`src/rtl/lgn_pkg.sv`:
```
// Shared types and sizing helpers for the logic-gate-network frame sequencer.
package lgn_pkg;

  typedef enum logic [2:0] {
    IDLE,
    RECV,
    EVAL,
    SEND_REQ,
    SEND_WAIT
  } state_t;

  localparam int DEF_INPUT_BITS     = 400;
  localparam int DEF_OUTPUT_BITS    = 200;
  localparam int DEF_BITS_PER_VALUE = 5;

  function automatic int input_bytes(input int bits);
    return bits / 8;
  endfunction

  function automatic int tx_values(input int out_bits, input int bits_per_value);
    return out_bits / bits_per_value;
  endfunction

  // Counter width that can index 0..n-1, never narrower than one bit.
  function automatic int cnt_width(input int n);
    return (n > 1) ? $clog2(n) : 1;
  endfunction

endpackage

```
`src/rtl/lgn_frame_assembler.sv`:
```
// Collects RX bytes into a shadow frame, tracks the inter-byte gap and flags
// the byte that completes a frame (commit) or an abandoned partial frame.
module lgn_frame_assembler
  import lgn_pkg::*;
#(
  parameter int INPUT_BITS     = 400,
  parameter int TIMEOUT_CYCLES = 100000
) (
  input  logic                  clk,
  input  logic                  rst,
  input  logic [7:0]            rx_data,
  input  logic                  rx_valid,
  input  logic                  start,
  input  logic                  recv,
  output logic [INPUT_BITS-1:0] frame,
  output logic                  commit,
  output logic                  timeout
);

  localparam int INPUT_BYTES = input_bytes(INPUT_BITS);
  localparam int IDX_W       = cnt_width(INPUT_BYTES);
  localparam int GAP_W       = cnt_width(TIMEOUT_CYCLES);
  localparam logic [IDX_W-1:0] TOP_IDX   = IDX_W'(INPUT_BYTES - 1);
  localparam logic [IDX_W-1:0] START_IDX = IDX_W'((INPUT_BYTES > 1) ? INPUT_BYTES - 2 : 0);
  localparam logic [GAP_W-1:0] GAP_LAST  = GAP_W'(TIMEOUT_CYCLES - 1);

  logic [INPUT_BITS-1:0] shadow, shadow_next;
  logic [IDX_W-1:0]      byte_idx, slot;
  logic [GAP_W-1:0]      gap_cnt;
  logic                  take;

  // The frame output already contains the byte accepted this cycle, so a
  // commit can hand over the complete frame without an extra cycle.
  always_comb begin
    take        = rx_valid && (start || recv);
    slot        = start ? TOP_IDX : byte_idx;
    shadow_next = shadow;
    if (take) begin
      shadow_next[slot*8 +: 8] = rx_data;
    end
    commit  = take && (start ? (INPUT_BYTES == 1) : (byte_idx == '0));
    timeout = recv && !rx_valid && (gap_cnt == GAP_LAST);
  end

  assign frame = shadow_next;

  always_ff @(posedge clk or posedge rst) begin
    if (rst) begin
      shadow   <= '0;
      byte_idx <= '0;
      gap_cnt  <= '0;
    end else begin
      shadow <= shadow_next;
      if (start && rx_valid) begin
        byte_idx <= START_IDX;
        gap_cnt  <= '0;
      end else if (recv) begin
        if (rx_valid) begin
          gap_cnt <= '0;
          if (byte_idx != '0) begin
            byte_idx <= byte_idx - 1'b1;
          end
        end else if (!timeout) begin
          gap_cnt <= gap_cnt + 1'b1;
        end
      end
    end
  end

endmodule

```
`src/rtl/lgn_frame_sequencer.sv`:
```
// Frame controller: UART bytes in, atomic commit to the network, wait for its
// latency, then stream the output one value per byte through the TX handshake.
module lgn_frame_sequencer
  import lgn_pkg::*;
#(
  parameter int INPUT_BITS     = DEF_INPUT_BITS,
  parameter int OUTPUT_BITS    = DEF_OUTPUT_BITS,
  parameter int BITS_PER_VALUE = DEF_BITS_PER_VALUE,
  parameter int NET_LATENCY    = 0,
  parameter int TIMEOUT_CYCLES = 100000
) (
  input  logic                   clk,
  input  logic                   rst,
  input  logic [7:0]             rx_data,
  input  logic                   rx_valid,
  output logic [INPUT_BITS-1:0]  net_x,
  input  logic [OUTPUT_BITS-1:0] net_y,
  output logic [7:0]             tx_data,
  output logic                   tx_send,
  input  logic                   tx_active,
  input  logic                   tx_done,
  output logic                   busy,
  output logic [15:0]            frame_count,
  output logic                   timeout_err,
  output logic                   rx_overrun
);

  localparam int TX_VALUES = tx_values(OUTPUT_BITS, BITS_PER_VALUE);
  localparam int VAL_W     = cnt_width(TX_VALUES);
  localparam int LAT_W     = cnt_width(NET_LATENCY + 1);
  localparam logic [VAL_W-1:0] VAL_LAST = VAL_W'(TX_VALUES - 1);
  localparam logic [LAT_W-1:0] LAT_LAST = LAT_W'(NET_LATENCY);

  state_t                 state, state_next;
  logic [INPUT_BITS-1:0]  frame;
  logic [OUTPUT_BITS-1:0] snapshot;
  logic [VAL_W-1:0]       val_idx;
  logic [LAT_W-1:0]       lat_cnt;
  logic                   commit, timeout;

  lgn_frame_assembler #(
    .INPUT_BITS    (INPUT_BITS),
    .TIMEOUT_CYCLES(TIMEOUT_CYCLES)
  ) u_assembler (
    .clk     (clk),
    .rst     (rst),
    .rx_data (rx_data),
    .rx_valid(rx_valid),
    .start   (state == IDLE),
    .recv    (state == RECV),
    .frame   (frame),
    .commit  (commit),
    .timeout (timeout)
  );

  always_ff @(posedge clk or posedge rst) begin
    if (rst) state <= IDLE;
    else     state <= state_next;
  end

  always_comb begin
    state_next = state;
    tx_send    = (state == SEND_REQ);
    busy       = (state != IDLE);
    case (state)
      IDLE:      if (commit) state_next = EVAL;
                 else if (rx_valid) state_next = RECV;
      RECV:      if (commit) state_next = EVAL;
                 else if (timeout) state_next = IDLE;
      EVAL:      if (lat_cnt == LAT_LAST) state_next = SEND_REQ;
      SEND_REQ:  if (tx_active) state_next = SEND_WAIT;
      SEND_WAIT: if (tx_done) state_next = (val_idx == VAL_LAST) ? IDLE : SEND_REQ;
      default:   state_next = IDLE;
    endcase
  end

  // tx_data follows val_idx, which only moves when entering SEND_REQ.
  assign tx_data = 8'(snapshot[val_idx*BITS_PER_VALUE +: BITS_PER_VALUE]);

  always_ff @(posedge clk or posedge rst) begin
    if (rst) begin
      net_x       <= '0;
      snapshot    <= '0;
      val_idx     <= '0;
      lat_cnt     <= '0;
      frame_count <= '0;
      timeout_err <= 1'b0;
      rx_overrun  <= 1'b0;
    end else begin
      timeout_err <= timeout;
      rx_overrun  <= rx_valid && (state == EVAL || state == SEND_REQ || state == SEND_WAIT);
      if (commit) begin
        net_x   <= frame;
        lat_cnt <= '0;
      end
      if (state == EVAL) begin
        if (lat_cnt == LAT_LAST) begin
          snapshot <= net_y;
          val_idx  <= '0;
        end else begin
          lat_cnt <= lat_cnt + 1'b1;
        end
      end
      if (state == SEND_WAIT && tx_done) begin
        if (val_idx == VAL_LAST) frame_count <= frame_count + 1'b1;
        else                     val_idx     <= val_idx + 1'b1;
      end
    end
  end

endmodule

```
`config.mk`:
```
export PLATFORM = sky130hd
export DESIGN_NAME = lgn_frame_sequencer
export DESIGN_NICKNAME = d
export VERILOG_FILES = /design/src/rtl/lgn_pkg.sv /design/src/rtl/lgn_frame_assembler.sv /design/src/rtl/lgn_frame_sequencer.sv
export SDC_FILE = /design/constraint.sdc
export NUM_CORES = 2
export LEC_CHECK = 0
export CAP_MARGIN = 20
export CORE_MARGIN = 2
export CORE_UTILIZATION = 48
export CTS_BUF_LIST = sky130_fd_sc_hd__clkbuf_8
export CTS_CLUSTER_SIZE = 8
export DETAILED_ROUTE_END_ITERATION = 7
export PLACE_DENSITY = 0.77
export SYNTH_ARGS = -nofsm -noshare
export SYNTH_HDL_FRONTEND = slang
export SYNTH_SLANG_ARGS = --single-unit
```
`constraint.sdc`:
```
create_clock -name clk -period 79.1 [get_ports clk]
set_clock_uncertainty 0.05 [all_clocks]
set_input_delay 11.865 -clock clk [delete_from_list [all_inputs] [get_ports clk]]
set_output_delay 11.865 -clock clk [all_outputs]
set_load 0.02 [all_outputs]
```
==> out/qor.yml <==
sta:
  period_share_pct: 20.4
  fmax_mhz: 62.0
  holdWs_ns: 0.395
  min_period_ns: 16.12
  finalSetupViolCount: 0
  relSlewSlack_pct: 23.1
  rsz0062_at_grt: "no"
  setup_tns_ns: 0
  slew_viol_final: 0
  tightest_slew_ns: 1.14
  finalHoldViolCount: 0
place:
  gp_congestion: 0.860
  place_inst: 5415
  hpwlAfterDp_mm: 77.6
  port_buffers: 637
outcome:
  outcome: "finished clean"
critical_path:
  path_max_fanout: 35
  r2r_cells: 8
  timing.rr.start: "state[2]"
  r2r_setup_slack_ns: 73.98
  cp.arrival_ns: 4.20
  critPathKind: "register to primary output"
  end_kind: "primary output"
  cp-start-kind: "register"
  worstReg2RegEnd: "net_x[139]"
  required_ns: 67.18
power:
  powerDensity_nw_per_um2: 30.2
  seqPwrFrac_pct: 45.8
  ir_worst_vdd_v: 0.0000195
  swShare_pct: 32.5
  combPwrFrac_pct: 25.9
  switching_power_uw: 517
  leakagePower_uw: 0.0256
  p_int_uw: 1070
  p_clk_share_pct: 28.3
routing:
  ant_nets: 0
  via_count: 30400
  drt-pass1-iter-count: 6
  routed_via_density: 5.31
  drc_errors: 0
  detail_route.iter0.violations: 2207
  drt-total-wl_mm: 117
  wl_per_cell_um: 20.4
synthesis:
  synth_cells: 3822
  synth.avg_cell_area_um2: 11.0
  synthesis.area_um2: 42100
  synth.distinct_cells: 71
  async_flop_share_pct: 100
  synth_edf_count: 0
  ys_ff_latch: 1051
  ys_warn_count: 0
  ys.flop_type: "dfrtp_1"
  ys_seq_area_share_pct: 62.5
clocking:
  clkTransAtPathRegs_ns: 0.07
  ctsResizeCount: 0
  htreeDepth: 4
  cts_root_buf: "clkbuf_8"
  clk_latency_ns: 0.83
  cts_tree: "done"
  clock-sinks: 1051
  ctsHoldBuffers: 0
  post-cts-setup-buffers: 0
  cts_buffers: 168
  cts_buffer_depth: 3
die:
  dieArea_um2: 90100
  fp.dieW_um: 300
  start_util_pct: 48.5
  pin_count: 641
  core_area_um2: 86900
  rows: 108
  die_h_um: 300
layout:
  nets: 4658
  syn_to_final_growth_pct: 25.2
  stdcell_count: 5716
  drive_gt1_share_pct: 14.7
global_route:
  antenna_found_initial: 15
  gr-usage-all-layers_pct: 26.0
  grt_overflow_total: 0
  grt_pass1_vias: 30400
  grt_max_degree: 203
  grt_pass1_wl_mm: 180
flow_run:
  max_cap_violations: 0
hold_path:
  holdPathStages: 2
  hp-class: "register to register"
  hp-start: "u_assembler.shadow[55]"
  worstHoldEndpoint: "net_x[55]"
[logic make-up after synthesis]
kind of cell,after synthesis,synth area share (%)
flip-flops,1051,62.5
adder cells (fa/ha/maj),7,0.208
multiplexers,398,12.3
AND/OR/NAND/NOR,1621,15.7
buffers and inverters,308,2.96
AO/OA/AOI/OAI,397,5.56
XOR/XNOR,39,0.811
other,1,0.00891
[cells in the mapped netlist, drive strengths merged, types with 6 or more instances]
| library cell | count | area, um2 |
|---|---|---|
| nand2 | 1366 | 5160 |
| dfrtp | 1051 | 26300 |
| mux2 | 298 | 3480 |
| o21ai | 254 | 1270 |
| clkbuf | 176 | 661 |
| nor2 | 76 | 288 |
| inv | 68 | 255 |
| buf | 64 | 332 |
| mux4 | 55 | 1240 |
| nand3 | 55 | 275 |
| a22o | 48 | 420 |
| mux2i | 45 | 450 |
| a21oi | 35 | 175 |
| nor3 | 29 | 176 |
| xor2 | 22 | 193 |
| nand4 | 20 | 125 |
| and3 | 18 | 113 |
| xnor2 | 17 | 149 |
| nor2b | 12 | 75.1 |
| and2 | 11 | 68.8 |
| a21boi | 10 | 75.1 |
| o2111ai | 8 | 70.1 |
| a211oi | 7 | 57.6 |
| ha | 7 | 87.6 |
| o22ai | 6 | 37.5 |
[power groups by stage]
stage	clock network (uW)	registers, uW	logic (uW)
after global routing	485	742	451
after global placement	0	731	398
after floorplan	0	734	261
after detailed placement	0	737	409
final	450	729	412
after CTS	459	728	412
[per-layer routing]
layer / part of all wire [%] / global-route usage, % / vias to the layer above
li1: - / - / 13900
met1: 42 / 35.2 / 15200
met2: 48 / 41.1 / 1078
met3: 6.7 / 5.96 / 182
met4: 3.3 / 10.3 / 2
met5: 0.010 / 0 / -
[how the worst max path moves through the flow]
stage	cells after the start	slack (ns)	endpoint	startpoint
3_5_place_dp	8	62.39	net_x[139]	rx_valid
4_1_cts	6	62.84	tx_data[4]	val_idx[0]
6_report	6	62.98	tx_data[4]	val_idx[0]
3_3_place_gp	8	62.54	net_x[293]	rx_valid
5_1_grt	6	62.73	tx_data[4]	val_idx[0]
2_1_floorplan	1	37.60	frame_count[0]	rst
[layout by cell type, fill, tap and decap left out, drive strengths merged, types with 3 or more instances in the layout]
| cell | instances |
|---|---|
| clkbuf | 206 |
| o2111ai | 8 |
| nor2 | 76 |
| nand3b | 3 |
| mux2 | 298 |
| nor4b | 3 |
| clkinv | 12 |
| nor4 | 5 |
| and2 | 11 |
| nand3 | 55 |
| mux2i | 45 |
| conb | 3 |
| nand4 | 20 |
| nand2 | 1366 |
| nor3b | 4 |
| and3 | 18 |
| o21ai | 254 |
| xor2 | 22 |
| o22ai | 6 |
| mux4 | 55 |
| diode | 13 |
| buf | 55 |
| or3 | 5 |
| inv | 128 |
| nor2b | 12 |
| a21boi | 10 |
| ha | 7 |
| nor3 | 29 |
| dfrtp | 1051 |
| a22o | 48 |
| o31ai | 4 |
| o221ai | 5 |
| clkdlybuf4s50 | 629 |
| xnor2 | 17 |
| a211oi | 7 |
| a21oi | 35 |
| o211ai | 5 |
[critical path: stages, from the launching register on]
cell	delay (ns)
dfrtp_4	0.67
buf_4	0.67
mux4_2	0.64
mux4_2	0.53
nor2b_1	0.13
o22ai_1	0.09
clkdlybuf4s50_1	0.62
[final cells by class]
cell class	count	area (um2)
repair buffers	684	6810
diodes	13	32.5
flip-flops and latches	1051	26300
inverters	68	263
clock buffers	206	2840
multi-input cells	2465	14600
well taps	1155	1450
fillers	6942	34200
clock inverters	74	408
[registers in the layout (all words and copies together), names as in the netlist]
| signal | cells |
|---|---|
| net_x | 400 |
| frame_count | 16 |
| timeout_err | 1 |
| rx_overrun | 1 |
| u_assembler.gap_cnt | 17 |
| snapshot | 200 |
| val_idx | 6 |
| u_assembler.byte_idx | 6 |
| u_assembler.shadow | 400 |
| state | 3 |
| lat_cnt | 1 |
[per-stage QoR]
stage | instance area (um2) | util, % | total power (uW) | worst slack (ns)
CTS | 52500 | 60.4 | 1600 | 62.84
detailed placement | 49300 | 56.7 | 1150 | 62.39
finish | 52700 | 60.6 | 1590 | 62.98
global placement | 49200 | 56.7 | 1130 | 62.54
floorplan | 42100 | - | 995 | 37.60
global route | 52700 | 60.6 | 1680 | 62.73
No activity file was read; power rests on OpenSTA's default activity.
